### src/rtl/poly_addsub_seq.sv
// poly_addsub_seq: streams two N-coefficient polynomials (12-bit, mod Q) out of
// a dual-read source RAM pair, adds or subtracts them coefficient-wise and
// writes the results to a result RAM. It uses a fixed two-stage pipeline:
// a synchronous RAM read (1-cycle latency), then a registered result write.
//
// Ports:
//   clk, rst_n        rising-edge clock, async active-low reset
//   start, sub        request pulse (sampled in IDLE) and mode (0 add, 1 A-B)
//   busy, done        op in progress / one-cycle completion pulse
//   rd_en, rd_addr    shared read strobe/address for the A and B RAMs
//   a_data, b_data    source coefficients, valid the cycle after rd_en
//   wr_en, wr_addr,
//   wr_data           result RAM write port
module poly_addsub_seq #(
  parameter int N      = 256,
  parameter int ADDR_W = 8,
  parameter int Q      = 3329
) (
  input  logic              clk,
  input  logic              rst_n,
  input  logic              start,
  input  logic              sub,
  output logic              busy,
  output logic              done,
  output logic              rd_en,
  output logic [ADDR_W-1:0] rd_addr,
  input  logic [11:0]       a_data,
  input  logic [11:0]       b_data,
  output logic              wr_en,
  output logic [ADDR_W-1:0] wr_addr,
  output logic [11:0]       wr_data
);

  localparam int                STAGES = 2;
  localparam logic [ADDR_W-1:0] LAST   = ADDR_W'(N - 1);
  localparam logic [12:0]       Q13    = 13'(Q);

  typedef enum logic [1:0] {IDLE, RUN, DRAIN} state_t;

  state_t              state, state_nx;
  logic                mode, mode_nx;
  logic                rd_en_nx;
  logic [ADDR_W-1:0]   rd_addr_nx;
  logic                done_nx;

  // vld_pipe[1] tracks read data arriving from the RAM, vld_pipe[2] is the
  // registered write strobe.
  logic [STAGES:1]     vld_pipe;
  logic [ADDR_W-1:0]   addr_d1;
  logic [12:0]         sum, diff, res;

  assign busy  = (state != IDLE);
  assign wr_en = vld_pipe[2];

  // ---------------- control FSM ----------------
  always_ff @(posedge clk or negedge rst_n) begin
    if (!rst_n) begin
      state   <= IDLE;
      mode    <= 1'b0;
      rd_en   <= 1'b0;
      rd_addr <= '0;
      done    <= 1'b0;
    end else begin
      state   <= state_nx;
      mode    <= mode_nx;
      rd_en   <= rd_en_nx;
      rd_addr <= rd_addr_nx;
      done    <= done_nx;
    end
  end

  always_comb begin
    state_nx   = state;
    mode_nx    = mode;
    rd_en_nx   = rd_en;
    rd_addr_nx = rd_addr;
    done_nx    = 1'b0;
    case (state)
      IDLE: if (start) begin
        state_nx   = RUN;
        mode_nx    = sub;
        rd_en_nx   = 1'b1;
        rd_addr_nx = '0;
      end
      RUN: begin
        // rd_addr doubles as the read counter; it parks at LAST in DRAIN.
        if (rd_addr == LAST) begin
          rd_en_nx = 1'b0;
          state_nx = DRAIN;
        end else begin
          rd_addr_nx = rd_addr + 1'b1;
        end
      end
      DRAIN: begin
        // Last write is on the output now; finish on this edge so done
        // lands in the following cycle.
        if (wr_en && wr_addr == LAST) begin
          state_nx = IDLE;
          done_nx  = 1'b1;
        end
      end
      default: state_nx = IDLE;
    endcase
  end

  // ---------------- modular add/sub ----------------
  always_comb begin
    sum  = {1'b0, a_data} + {1'b0, b_data};
    diff = {1'b0, a_data} - {1'b0, b_data};
    if (!mode) res = (sum >= Q13) ? sum - Q13 : sum;
    else       res = (a_data >= b_data) ? diff : diff + Q13;
  end

  // ---------------- pipeline ----------------
  always_ff @(posedge clk or negedge rst_n) begin
    if (!rst_n) begin
      vld_pipe <= '0;
      addr_d1  <= '0;
      wr_addr  <= '0;
      wr_data  <= '0;
    end else begin
      vld_pipe <= {vld_pipe[1], rd_en};
      addr_d1  <= rd_addr;
      if (vld_pipe[1]) begin
        wr_addr <= addr_d1;
        wr_data <= res[11:0];
      end
    end
  end

endmodule
### config.mk
export PLATFORM = sky130hd
export DESIGN_NAME = poly_addsub_seq
export DESIGN_NICKNAME = d
export VERILOG_FILES = /design/src/rtl/poly_addsub_seq.sv
export SDC_FILE = /design/constraint.sdc
export NUM_CORES = 1
export LEC_CHECK = 0
export BUFFER_PORTS_ARGS = -buffer_cell sky130_fd_sc_hd__buf_2
export CORE_ASPECT_RATIO = 0.7
export CORE_MARGIN = 1
export CORE_UTILIZATION = 49
export CTS_BUF_LIST = sky130_fd_sc_hd__clkbuf_8
export CTS_CLUSTER_SIZE = 10
export DETAILED_ROUTE_END_ITERATION = 8
export PLACE_DENSITY_LB_ADDON = 0.25
export SLEW_MARGIN = 0
export SYNTH_ARGS = -nofsm -noshare
export SYNTH_HDL_FRONTEND = slang
export SYNTH_SLANG_ARGS = --single-unit
### constraint.sdc
create_clock -name clk -period 2.3 [get_ports clk]
set_input_delay 0.115 -clock clk [delete_from_list [all_inputs] [get_ports clk]]
set_output_delay 0.115 -clock clk [all_outputs]
set_load 0.02 [all_outputs]
# Word-level counts from Yosys, hierarchy flattened
# Cells that the tools add are included.
[word_totals]
register_bits = 43
input_bits = 28
out_inout_bits = 32
word_cells = 47
[op_classes]
n_addsub = 5
order_cmp = 2
n_eq_ne = 8
mux = 15
n_reduce_logical = 8
[op_table]
columns = ["operator", "n"]
rows = [
  ["$mux 12", 3],
  ["$eq 8x8->1 const B", 2],
  ["$mux 8", 2],
  ["$pmux 8 s2", 1],
  ["$add 12x12->13", 1],
  ["$ge 13x12->1 const B", 1],
  ["$add 12x12->12 const B", 1],
  ["$ge 12x12->1", 1],
  ["$sub 12x12->12", 1],
  ["$sub 12x12->12 const B", 1],
  ["$reduce_and 3->1", 3],
  ["$add 8x1->8 const B", 1],
  ["$ne 2x2->1 const B", 4],
  ["$mux 2", 3],
  ["$pmux 2 s3", 1],
  ["$mux 1", 4],
  ["$reduce_bool 2->1", 2],
  ["$eq 2x1->1 const B", 1],
  ["$eq 2x2->1 const B", 1],
  ["$logic_not 2->1", 1],
  ["$pmux 1 s2", 1],
  ["$reduce_and 2->1", 1],
  ["$logic_and 1x1->1", 1],
]

# Longest topological paths before layout
[logic_depth]
depth_word = 4
mapped_depth = 14
mapped_depth_nobuf = 13

# Worst setup path after synthesis
# No wires, ideal clock.
[synth_path]
path_type = "input to register"
startpoint = "in a_data[0]"
endpoint = "reg wr_data[11]"
setup_ns = 0.069
arrival_ns = 2.880
t_required_ns = 2.231
path_slack_ns = -0.649
stages = 13
path_buffers = 0
cell_sequence = "inv_1 -> ha_1 -> inv_1 -> fa_1 -> a211oi_2 -> nor2_2 -> a21o_1 -> a21oi_1 -> xor2_2 -> o41ai_1 -> a211oi_1 -> or4b_1 -> nand3_1"
[synth_between]
elab_chain_len = 4
word_cells_on_any_way = 9
cone_classes = "add/sub: 4; order compare: 2; mux: 3"
[synth_rtl]
columns = ["element", "line_no", "text"]
rows = [
  ["from (decl)", "27", "input logic [11:0] a_data,"],
  ["$add 12x12->13 / $sub 12x12->12 (equally long branches)", "108, 109", ""],
  ["$sub 12x12->12 (tied with other cells)", "110", "if (!mode) res = (sum >= Q13) ? sum - Q13 : sum;"],
  ["$mux 12 (on tied branches)", "110, 111", ""],
  ["$mux 12 *", "110", ""],
  ["to (signal assigned)", "126", "wr_data <= res[11:0];"],
  ["to (decl)", "31", "output logic [11:0] wr_data"],
]
# Every way passes the cells marked *; elsewhere a longest branch is shown, timed or not.
# A chain may end at the register's enable or synchronous reset.

# Worst setup path in the final report
# Same ends and word-level chain as after synthesis.

==> impl_metrics.csv <==
group,metric,value,unit
outcome,status,"finished with violations",
outcome,violations,"negative setup slack",
layout,final_nets,687,
drt,drt-initial-drc-count,336,
yosys,syn_avg_cell_area,8.61,um2
global_routing,grt.total_usage,30.6,%
pwr,powerDensity,803,mW/mm2
layout,final.fill_count,462,
global_routing,grt_pass1_vias,4012,
die,io_pins,60,
global_routing,antenna_found_initial,2,
cts,cts_buffer_depth,2,
yosys,yosysMostFrequentCell,"dfrtp_1",
yosys,synth_seq_area_share,28.4,%
critical_path,crit_path_end_kind,"flop",
drt,routedWlPerCell,17.7,um
timing,post-route-min-period,2.66,ns
yosys,ys_ff_latch,43,
timing,slew_viol_final,0,
cts,path_clk_slew,0.08,ns
die,die_x,107,um
timing,skew,0.00317,ns
place,routabilityCongestion,0.881,
cts,cts_buffers,5,
drt,viasPerCell,5.91,
timing,max_freq,377,MHz
die,dieArea,0.00811,mm2
yosys,postSynthCellCount,441,
timing,rsz0062_at_grt,"true",
drt,dr_total_vias,4312,
cts,clock_latency,0.29,ns
cts,htree_levels,2,
yosys,synthFlopType,"dfrtp_1",
timing,min_period_over_period,115,%
worst_hold_path,min_path_type,"in -> reg",
timing,worst_slack,-0.355,ns
cts,cts_tree,"built",
pwr,p_leak,2.70,nW
drt,drtAntennaViolNets,0,
layout,area_delta_synth_final,51.0,%
cts,cts_sinks,43,
critical_path,reg2reg_depth,8,
die,core,0.00738,mm2
layout,fin_area,0.00573,mm2
die,die_h,75.6,um
timing,hold_violations,0,
place,port_buffers,59,
yosys,synth-edff-count,0,
flow_run,drv_cap,0,
critical_path,startpoint_type,"input pin",
critical_path,cp.arrival,2.89,ns
drt,drt_wl_total,12900,um
yosys,ys_top_cells_by_count,"dfrtp_1, inv_1, nor2_1, ha_1, nand2_1",
yosys,synth_area_leader_cell,"dfrtp_1",
timing,setup_viol,12,
timing,worst_pin_slew,0.934,ns
place,placed_cell_area,0.00518,mm2
critical_path,required,2.53,ns
pwr,ir_drop,0.624,mV
yosys,synth_nets,499,
worst_hold_path,hold_depth,3,
yosys,synthTopCellsByArea,"dfrtp_1, ha_1, inv_1",
yosys,synthDistinctLibCells,72,
critical_path,crit_path_max_fanout,3,
yosys,synth_area,0.00379,mm2
drt,firstDrtPassIters,5,
yosys,yosysWarnings,0,
critical_path,path_class,"in -> reg",
cts,clockRootBuffer,"clkbuf_8",
drt,remaining_drc_errors,0,
place,post-dp-hpwl,9230,um
die,start_util,51.4,%
timing,finalSetupTns,-2.17,ns
die,rows,26,
global_routing,grt_pass1_wl,19100,um
yosys,async_flop_share,100,%
global_routing,grt.overflow.total,0,
timing,slew-limit-headroom,37.7,%
layout,drive_gt1_share,44.4,%
global_routing,grt_start_max_net_pins,44,
yosys,synth_top_area_share,28.4,%
## metrics by stage
stage	hold slack, ns	total power, mW	instances	setup slack [ns]	utilization (%)
CTS	0.0229	4.42	726	-0.261	74.6
finish	0.0279	4.60	729	-0.355	77.6
global route	0.0365	4.88	728	-0.404	77.6
floorplan	-0.181	2.79	441	-0.347	-
global placement	0.292	3.73	711	-0.693	70.1
detailed placement	0.305	3.82	711	-0.769	70.1
## worst max-delay path, cell delays in order
cell and delay (ns):
buf_12 0.12, inv_12 0.04, ha_4 0.12, inv_2 0.03, fa_2 0.36, a211oi_4 0.26, nor2_2 0.10, buf_4 0.17
xnor2_4 0.18, a221oi_4 0.11, o41ai_4 0.49, a211oi_2 0.15, or4b_1 0.54, nand3_1 0.10
## cell type report
cell class,instances,area [um2],share of cell area (%)
antenna,1,2.50,0.0437
clock buffer,5,68.8,1.20
clock inverter,3,16.3,0.284
inverter,39,159,2.77
multi-input combinational,344,2890,50.3
sequential,43,1080,18.8
tap,98,123,2.14
timing repair buffer,196,1400,24.4
## routing by layer
metal	vias to the layer above	global-route usage (%)	part of all wire [%]
met2	208	51.2	46
li1	1978	-	-
met4	2	6.09	1.8
met1	2086	42.1	43
met3	38	5.99	8.6
met5	-	0	0.10
## state kept, by name, summed over array words and instances (netlist names)
signal    count
vld_pipe      2
done          1
mode          1
rd_en         1
rd_addr       8
state         2
wr_addr       8
addr_d1       8
wr_data      12
## worst paths after layout
path	startpoint	slack (ns)	to
max in group asynchronous	rst_n	1.23	wr_data[8]
hold / removal	sub	0.03	mode
setup / recovery	a_data[0]	-0.36	wr_data[11]
setup reg to reg	rd_addr[0]	0.17	rd_addr[5]
min in group asynchronous	rst_n	0.49	vld_pipe[2]
hold reg to reg	rd_en	0.44	vld_pipe[1]
## layout by cell type, fill, tap and decap left out, drive strengths merged, types with 5 or more instances in the layout
cell type / n
buf: 195
dfrtp: 43
inv: 39
nor2: 37
ha: 28
nand2: 27
a21oi: 22
o21ai: 21
nand3: 17
xnor2: 12
xor2: 12
nand4: 11
nand2b: 11
and3: 10
nor3: 10
mux2: 9
o31ai: 8
mux2i: 7
or3: 7
o221ai: 7
nor4: 6
nor2b: 6
a21o: 5
o211ai: 5
clkbuf: 5
a211oi: 5
## power by group
part / switching (mW) / internal [mW] / leakage (nW) / total, mW
logic: 1.55 / 1.19 / 2.15 / 2.74
registers: 0.298 / 1.09 / 0.506 / 1.39
clock network: 0.268 / 0.208 / 0.0453 / 0.476
## cell families after synthesis
kind of cell	share of synthesized area (%)
flops	28.4
buf+inv	6.03
compound gates	23.0
mux	4.52
simple gates	21.5
xor+xnor	6.33
fa+ha+maj	10.3
## what timing repair did
action                                  CTS  global route
setup buffers                             7             2
endpoints found under the hold margin    43             0
hold buffers                              1             0
pin swaps                                25            23
gates resized for setup                  38            37
endpoints found under the setup margin   12            12
Note: power is estimated with default switching activity, not from simulation.
